File: config.mk
export PLATFORM = sky130hd
export DESIGN_NAME = data_pack
export DESIGN_NICKNAME = d
export VERILOG_FILES = /design/src/rtl/data_compress_pkg.sv /design/src/rtl/data_pack_lane_popcount.sv /design/src/rtl/data_pack.sv
export SDC_FILE = /design/constraint.sdc
export NUM_CORES = 1
export LEC_CHECK = 0
export ABC_AREA = 0
export BUFFER_PORTS_ARGS = -buffer_cell sky130_fd_sc_hd__buf_4
export CORE_ASPECT_RATIO = 1.25
export CORE_UTILIZATION = 50
export DETAILED_ROUTE_END_ITERATION = 12
export GPL_ROUTABILITY_DRIVEN = 0
export PLACE_DENSITY = 0.79
export SYNTH_ARGS = -nofsm -noshare
export SYNTH_HDL_FRONTEND = slang
export SYNTH_SLANG_ARGS = --single-unit
export TNS_END_PERCENT = 10
File: constraint.sdc
create_clock -name clk -period 7.5 [get_ports clk]
set_input_delay 1.5 -clock clk [delete_from_list [all_inputs] [get_ports clk]]
set_output_delay 1.5 -clock clk [all_outputs]
set_load 0.005 [all_outputs]
File: src/rtl/data_compress_pkg.sv
// data_compress_pkg: definitions shared by data_compress and data_pack.
//   DEF_DW / DEF_N : default lane width and lanes per beat
//   occ_t          : buffer occupancy count for the default N (0..2N)
//   pack_state_t   : data_pack control states
package data_compress_pkg;

  localparam int unsigned DEF_DW = 32;
  localparam int unsigned DEF_N  = 8;
  localparam int unsigned OCC_W  = $clog2(2 * DEF_N + 1);

  typedef logic [OCC_W-1:0] occ_t;

  typedef enum logic {
    FILL  = 1'b0,
    FLUSH = 1'b1
  } pack_state_t;

endpackage

File: src/rtl/data_pack_lane_popcount.sv
// lane_popcount: counts the set bits of an N-bit lane-valid vector.
// Purely combinational.
//   valid_i : per-lane valid flags
//   cnt_o   : number of set flags (0..N)
module lane_popcount
  import data_compress_pkg::*;
#(
  parameter int unsigned N  = DEF_N,
  parameter int unsigned CW = $clog2(N + 1)
) (
  input  logic [N-1:0]  valid_i,
  output logic [CW-1:0] cnt_o
);

  always_comb begin
    cnt_o = '0;
    for (int unsigned k = 0; k < N; k++) begin
      cnt_o = cnt_o + CW'(valid_i[k]);
    end
  end

endmodule

File: src/rtl/data_pack.sv
// data_pack: packs variable-count compacted lanes (0..N per cycle, from lane 0)
// into dense N-lane output beats through a 2N-entry buffer. A flush request
// drains a trailing partial beat, marked by o_keep.
//   clk, rst_n : clock, asynchronous active-low reset
//   i_valid    : per-lane input valid (thermometer from lane 0)
//   i_data     : input lanes
//   i_ready    : input accepted this cycle (registers only)
//   i_flush    : request to emit any residual partial beat
//   o_valid    : output beat valid
//   o_ready    : downstream accepts beat
//   o_data     : output beat, lane 0 oldest
//   o_keep     : per-lane valid of the output beat
// Optional: define DATA_PACK_ASSERT_EN to compile simulation assertions.
module data_pack
  import data_compress_pkg::*;
#(
  parameter int unsigned DW = DEF_DW,
  parameter int unsigned N  = DEF_N
) (
  input  logic          clk,
  input  logic          rst_n,
  input  logic [N-1:0]  i_valid,
  input  logic [DW-1:0] i_data [N-1:0],
  output logic          i_ready,
  input  logic          i_flush,
  output logic          o_valid,
  input  logic          o_ready,
  output logic [DW-1:0] o_data [N-1:0],
  output logic [N-1:0]  o_keep
);

  localparam int unsigned OW = $clog2(2 * N + 1);
  localparam int unsigned CW = $clog2(N + 1);
  localparam int unsigned IW = (N > 1) ? $clog2(N) : 1;

  logic [DW-1:0] buf_q [2*N];
  logic [DW-1:0] buf_d [2*N];
  logic [OW-1:0] occ_q, occ_d;
  pack_state_t   state_q, state_d;

  logic [CW-1:0] cnt;
  logic          accept, drain;
  logic [OW-1:0] drained, base;
  int unsigned   occ_u, base_u, cnt_u;
  logic [IW-1:0] lane;

  lane_popcount #(.N(N), .CW(CW)) u_popcount (
    .valid_i (i_valid),
    .cnt_o   (cnt)
  );

  assign occ_u   = 32'(occ_q);
  assign i_ready = (state_q == FILL) && (occ_u <= N);
  assign o_valid = (state_q == FILL) ? (occ_u >= N) : (occ_q != '0);
  assign accept  = i_ready && (cnt != '0);
  assign drain   = o_valid && o_ready;
  assign drained = drain ? ((occ_u >= N) ? OW'(N) : occ_q) : '0;
  assign base    = occ_q - drained;
  assign base_u  = 32'(base);
  assign cnt_u   = 32'(cnt);

  // Entries at or above occ are always zero, so masking only matters for a
  // flush beat; it is kept explicit so a partial beat never exposes stale data.
  always_comb begin
    o_keep = '0;
    for (int unsigned i = 0; i < N; i++) begin
      o_keep[i] = o_valid && (i < occ_u);
      o_data[i] = ((state_q == FLUSH) && (i >= occ_u)) ? '0 : buf_q[i];
    end
  end

  // Shift first, then append after the surviving entries so a same-cycle
  // drain and accept land new lanes at the post-drain base.
  always_comb begin
    lane = '0;
    for (int unsigned i = 0; i < N; i++) begin
      buf_d[i] = drain ? buf_q[i+N] : buf_q[i];
    end
    for (int unsigned i = N; i < 2 * N; i++) begin
      buf_d[i] = drain ? '0 : buf_q[i];
    end
    for (int unsigned i = 0; i < 2 * N; i++) begin
      if (accept && (i >= base_u) && (i < base_u + cnt_u)) begin
        lane     = IW'(i - base_u);
        buf_d[i] = i_data[lane];
      end
    end
    occ_d = accept ? (base + OW'(cnt)) : base;
  end

  always_comb begin
    state_d = state_q;
    case (state_q)
      FILL:    if (i_flush) state_d = FLUSH;
      FLUSH:   if (occ_d == '0) state_d = FILL;
      default: state_d = FILL;
    endcase
  end

  always_ff @(posedge clk or negedge rst_n) begin
    if (!rst_n) begin
      for (int unsigned i = 0; i < 2 * N; i++) buf_q[i] <= '0;
      occ_q   <= '0;
      state_q <= FILL;
    end else begin
      for (int unsigned i = 0; i < 2 * N; i++) buf_q[i] <= buf_d[i];
      occ_q   <= occ_d;
      state_q <= state_d;
    end
  end

`ifdef DATA_PACK_ASSERT_EN
  logic [N*DW-1:0] o_data_flat;

  always_comb begin
    o_data_flat = '0;
    for (int unsigned k = 0; k < N; k++) o_data_flat[k*DW +: DW] = o_data[k];
  end

  a_thermometer: assert property (@(posedge clk) disable iff (!rst_n)
    (i_valid != '0) |-> ((i_valid & (i_valid + N'(1))) == '0));

  a_occ_bound: assert property (@(posedge clk) disable iff (!rst_n)
    occ_u <= 2 * N);

  a_out_stable: assert property (@(posedge clk) disable iff (!rst_n)
    (o_valid && !o_ready) |=> ($stable(o_data_flat) && $stable(o_keep)));

  a_no_accept: assert property (@(posedge clk) disable iff (!rst_n)
    (!i_ready) |=> (occ_q <= $past(occ_q)));
`else
`endif

endmodule

==> metrics.md <==
| Metric | Value |
|---|---|
| Status | completed |
| Worst-path fanout max | 32 |
| Final wirelength | 113.7 mm |
| Main combinational cell family by area after synthesis | multiplexers |
| Number of I/O pins | 534 |
| Reg power frac | 17.0% |
| DR top layer | met4 |
| Worst setup SP type | input port |
| Worst setup path start | i_valid[0] |
| Hold slack final | 500.6 ps |
| Minimum clock period | 6246 ps |
| Cell count after synthesis | 2930 |
| Number of global-route vias before repair | 25920 |
| Met3 wire length | 10.44 mm |
| RSZ-0062 raised after global routing | false |
| Min-delay src | buf_q[30] |
| Post-CTS setup buffers | 0 |
| First-pass GRT wire length | 167.5 mm |
| Vias per cell | 6.277 |
| Post-synthesis mux area share | 38.73% |
| DIE AREA | 69070 um^2 |
| Clock buffer depth | 3 |
| Clock power frac | 14.6% |
| CTS H-tree lvls | 2 |
| # hold bufs at CTS | 0 |
| Clk slew on worst S/H paths | 70 ps |
| Compound-Gate Fraction of Synth Area | 6.526% |
| Core area | 67110 um^2 |
| CP Data Required Time | 8030 ps |
| CTS resizes | 0 |
| Area Overhead vs Synth | 18.95% |
| Final setup margin | 1254 ps |
| # DRC | 0 |
| Routed met1 length | 47.07 mm |
| Slew margin rel. | 23.34% |
| Clock root cell | clkbuf_16 |
| FF+latch count, synth | 518 |
| Switch share | 47.93% |
| Share of cells above drive strength 1 | 29.78% |
| CTS tree | yes |
| Period utilization | 83.28% |
| Ys async rst share | 100.0% |
| Initial antenna violation count | 22 |
| Commonest non-fill, non-tap cell in the layout | mux2i_1 |
| First-pass DRT Iterations | 6 |
| Worst setup EP type | register |
| Type of the worst min-delay path | reg2reg |
| Die width | 235.3 um |
| Power Internal | 0.009880 W |
| Mapped Nets | 3225 |
| WP data arrival | 6780 ps |
| Fmax | 160.1 MHz |
| Leakage | 18.85 nW |
| Worst Tran Pin Value | 1150 ps |
| GRT overflow | 0 |
| Pre-CTS setup slack | 691.7 ps |
| NetSw | 0.009093 W |
| Most frequent cells in the layout | mux2i_1 (704), buf_4 (557), dfrtp_1 (518) |
| Row count | 106 |
| Worst VDD drop | 0.0006610 V |
| IO buf count | 533 |
| Final Setup Violations | 0 |
| Crit Path Class | in2reg |
| Xor/xnor share of the synthesized area | 0.2759% |
| Mapped cell area | 34010 um^2 |
| Total global-route track usage | 32.32% |
| Logic pwr share | 68.4% |
| Cell Count Post-Placement | 4117 |
| Largest net degree at the start of global routing | 200 |
| Top_reg_cell synth | dfrtp_1 |
| Final Skew | 22.41 ps |
| Synth unique cells | 53 |
| Power Dens Cells | 469.0 nW/um^2 |
| Synthesized area per cell | 11.61 um^2 |
| Endpoints failing hold | 0 |
| Synthesis warning total | 0 |
| CTS sink count | 518 |
| Critical R2R Launch | occ_q[1] |
| ANT nets after route | 0 |
| Worst-Skew Late Latency | 620 ps |
| Vias | 26600 |
| Post-synthesis adder-cell area fraction | 1.126% |
| Setup tns final | 0 ps |
| Max_cap viols | 0 |
| EDFF count, synth | 0 |
| Total clock buffers created by CTS | 53 |
| Post-Synth Simple-Gate Area | 11.30% |
| Final cell count without fillers | 4237 |
| Met2 wire length | 49.87 mm |
| Die height | 293.6 um |
| DR iter-0 viols | 2708 |
| Hpwl dp | 82.09 mm |
| Wire per inst | 26.83 um |
| Power consumption | 0.01897 W |
| Initial core utilization | 50.68% |
| Final slew viol count | 0 |
| Sequential-to-total area share from yosys stat | 38.11% |
| Nets | 3603 |
| Filler instances | 5364 |
Yosys cell counts, types with 2 or more instances:
master | instances | share of area (%)
a21o_1 | 4 | 0.088
nand2b_1 | 7 | 0.13
or3_4 | 2 | 0.066
nor2_1 | 14 | 0.15
a21oi_2 | 3 | 0.077
buf_4 | 29 | 0.64
fa_1 | 6 | 0.35
nor3_1 | 5 | 0.074
o21ai_2 | 3 | 0.077
nand3_1 | 44 | 0.65
xor2_1 | 2 | 0.052
buf_2 | 27 | 0.40
nor4_1 | 2 | 0.037
o21a_1 | 4 | 0.088
xnor2_2 | 2 | 0.096
o311a_1 | 4 | 0.12
inv_1 | 22 | 0.24
nand2_1 | 313 | 3.5
o21ai_1 | 82 | 1.2
clkbuf_1 | 150 | 1.7
dfrtp_1 | 518 | 38
mux2_2 | 32 | 1.1
a221oi_4 | 3 | 0.23
buf_6 | 10 | 0.33
xnor2_1 | 5 | 0.13
o21ai_0 | 33 | 0.49
mux2i_1 | 704 | 21
and2_1 | 289 | 5.3
buf_1 | 33 | 0.36
mux4_2 | 256 | 17
buf_8 | 6 | 0.26
a21oi_1 | 109 | 1.6
nor2b_1 | 68 | 1.3
a211oi_1 | 99 | 2.2
ha_1 | 21 | 0.77
a211o_1 | 2 | 0.052
through the flow:
step           cell area [um^2]  util [%]
2_1_floorplan             34010         -
3_3_place_gp              38600     57.52
3_5_place_dp              38600     57.52
4_1_cts                   40400     60.20
5_1_grt                   40450     60.28
6_report                  40460     60.28
cell families after synthesis:
logic type | after synthesis
xor gates and xnor gates | 9
muxes | 992
AOI/OAI and AO/OA | 354
and+or+nand+nor | 751
buffers and inverters | 279
adders and majority gates | 27
DFF | 518
metal layers:
metal	global-route usage, %	up-vias
li1	-	11540
met2	46.90	1419
met5	0	-
met4	16.40	0
met3	7.139	244
met1	45.68	13390
final cells by class:
class	instances	area [um^2]	share of cell area [%]
Timing Repair Buffer	578	4597	11.36
Antenna cell	22	55.05	0.1361
Clock buffer	76	1565	3.869
Clock inverter	22	234.0	0.5783
Sequential cell	518	12960	32.04
Tap cell	864	1081	2.672
Multi-Input combinational cell	2133	19870	49.11
Inverter	24	92.59	0.2289
worst paths after layout:
kind / slack [ps] / end / depth (start not counted)
max: 1250 / buf_q[152] / 17
min: 500 / buf_q[30] / 2
max reg2reg: 1610 / buf_q[484] / 18
min reg2reg: 500 / buf_q[30] / 2
max in group asynchronous: 5380 / buf_q[38] / 2
min in group asynchronous: 800 / buf_q[312] / 1
critical path: stages:
cell      delay (ps)
buf_4            110
ha_1             270
inv_1             40
fa_1             510
fa_1             440
fa_1             460
fa_1             590
inv_1             60
ha_1             290
a21o_1           190
a21oi_1          270
xnor2_1          180
xnor2_2          520
nand2_1          190
a221oi_4         290
buf_4            560
mux2i_1          290
power groups by stage:
stage,clock [W],sequential [W],combinational [W]
detailed placement,0,0.00327,0.0126
finish,0.00278,0.00323,0.0130
global route,0.00291,0.00326,0.0136
global placement,0,0.00326,0.0125
floorplan,0,0.00321,0.00889
CTS,0.00281,0.00322,0.0127
state kept, by name, indices dropped and copies added, names as in the netlist:
name / count
occ_q: 5
buf_q: 512
state_q: 1
Power figures use the tool's default switching activity.
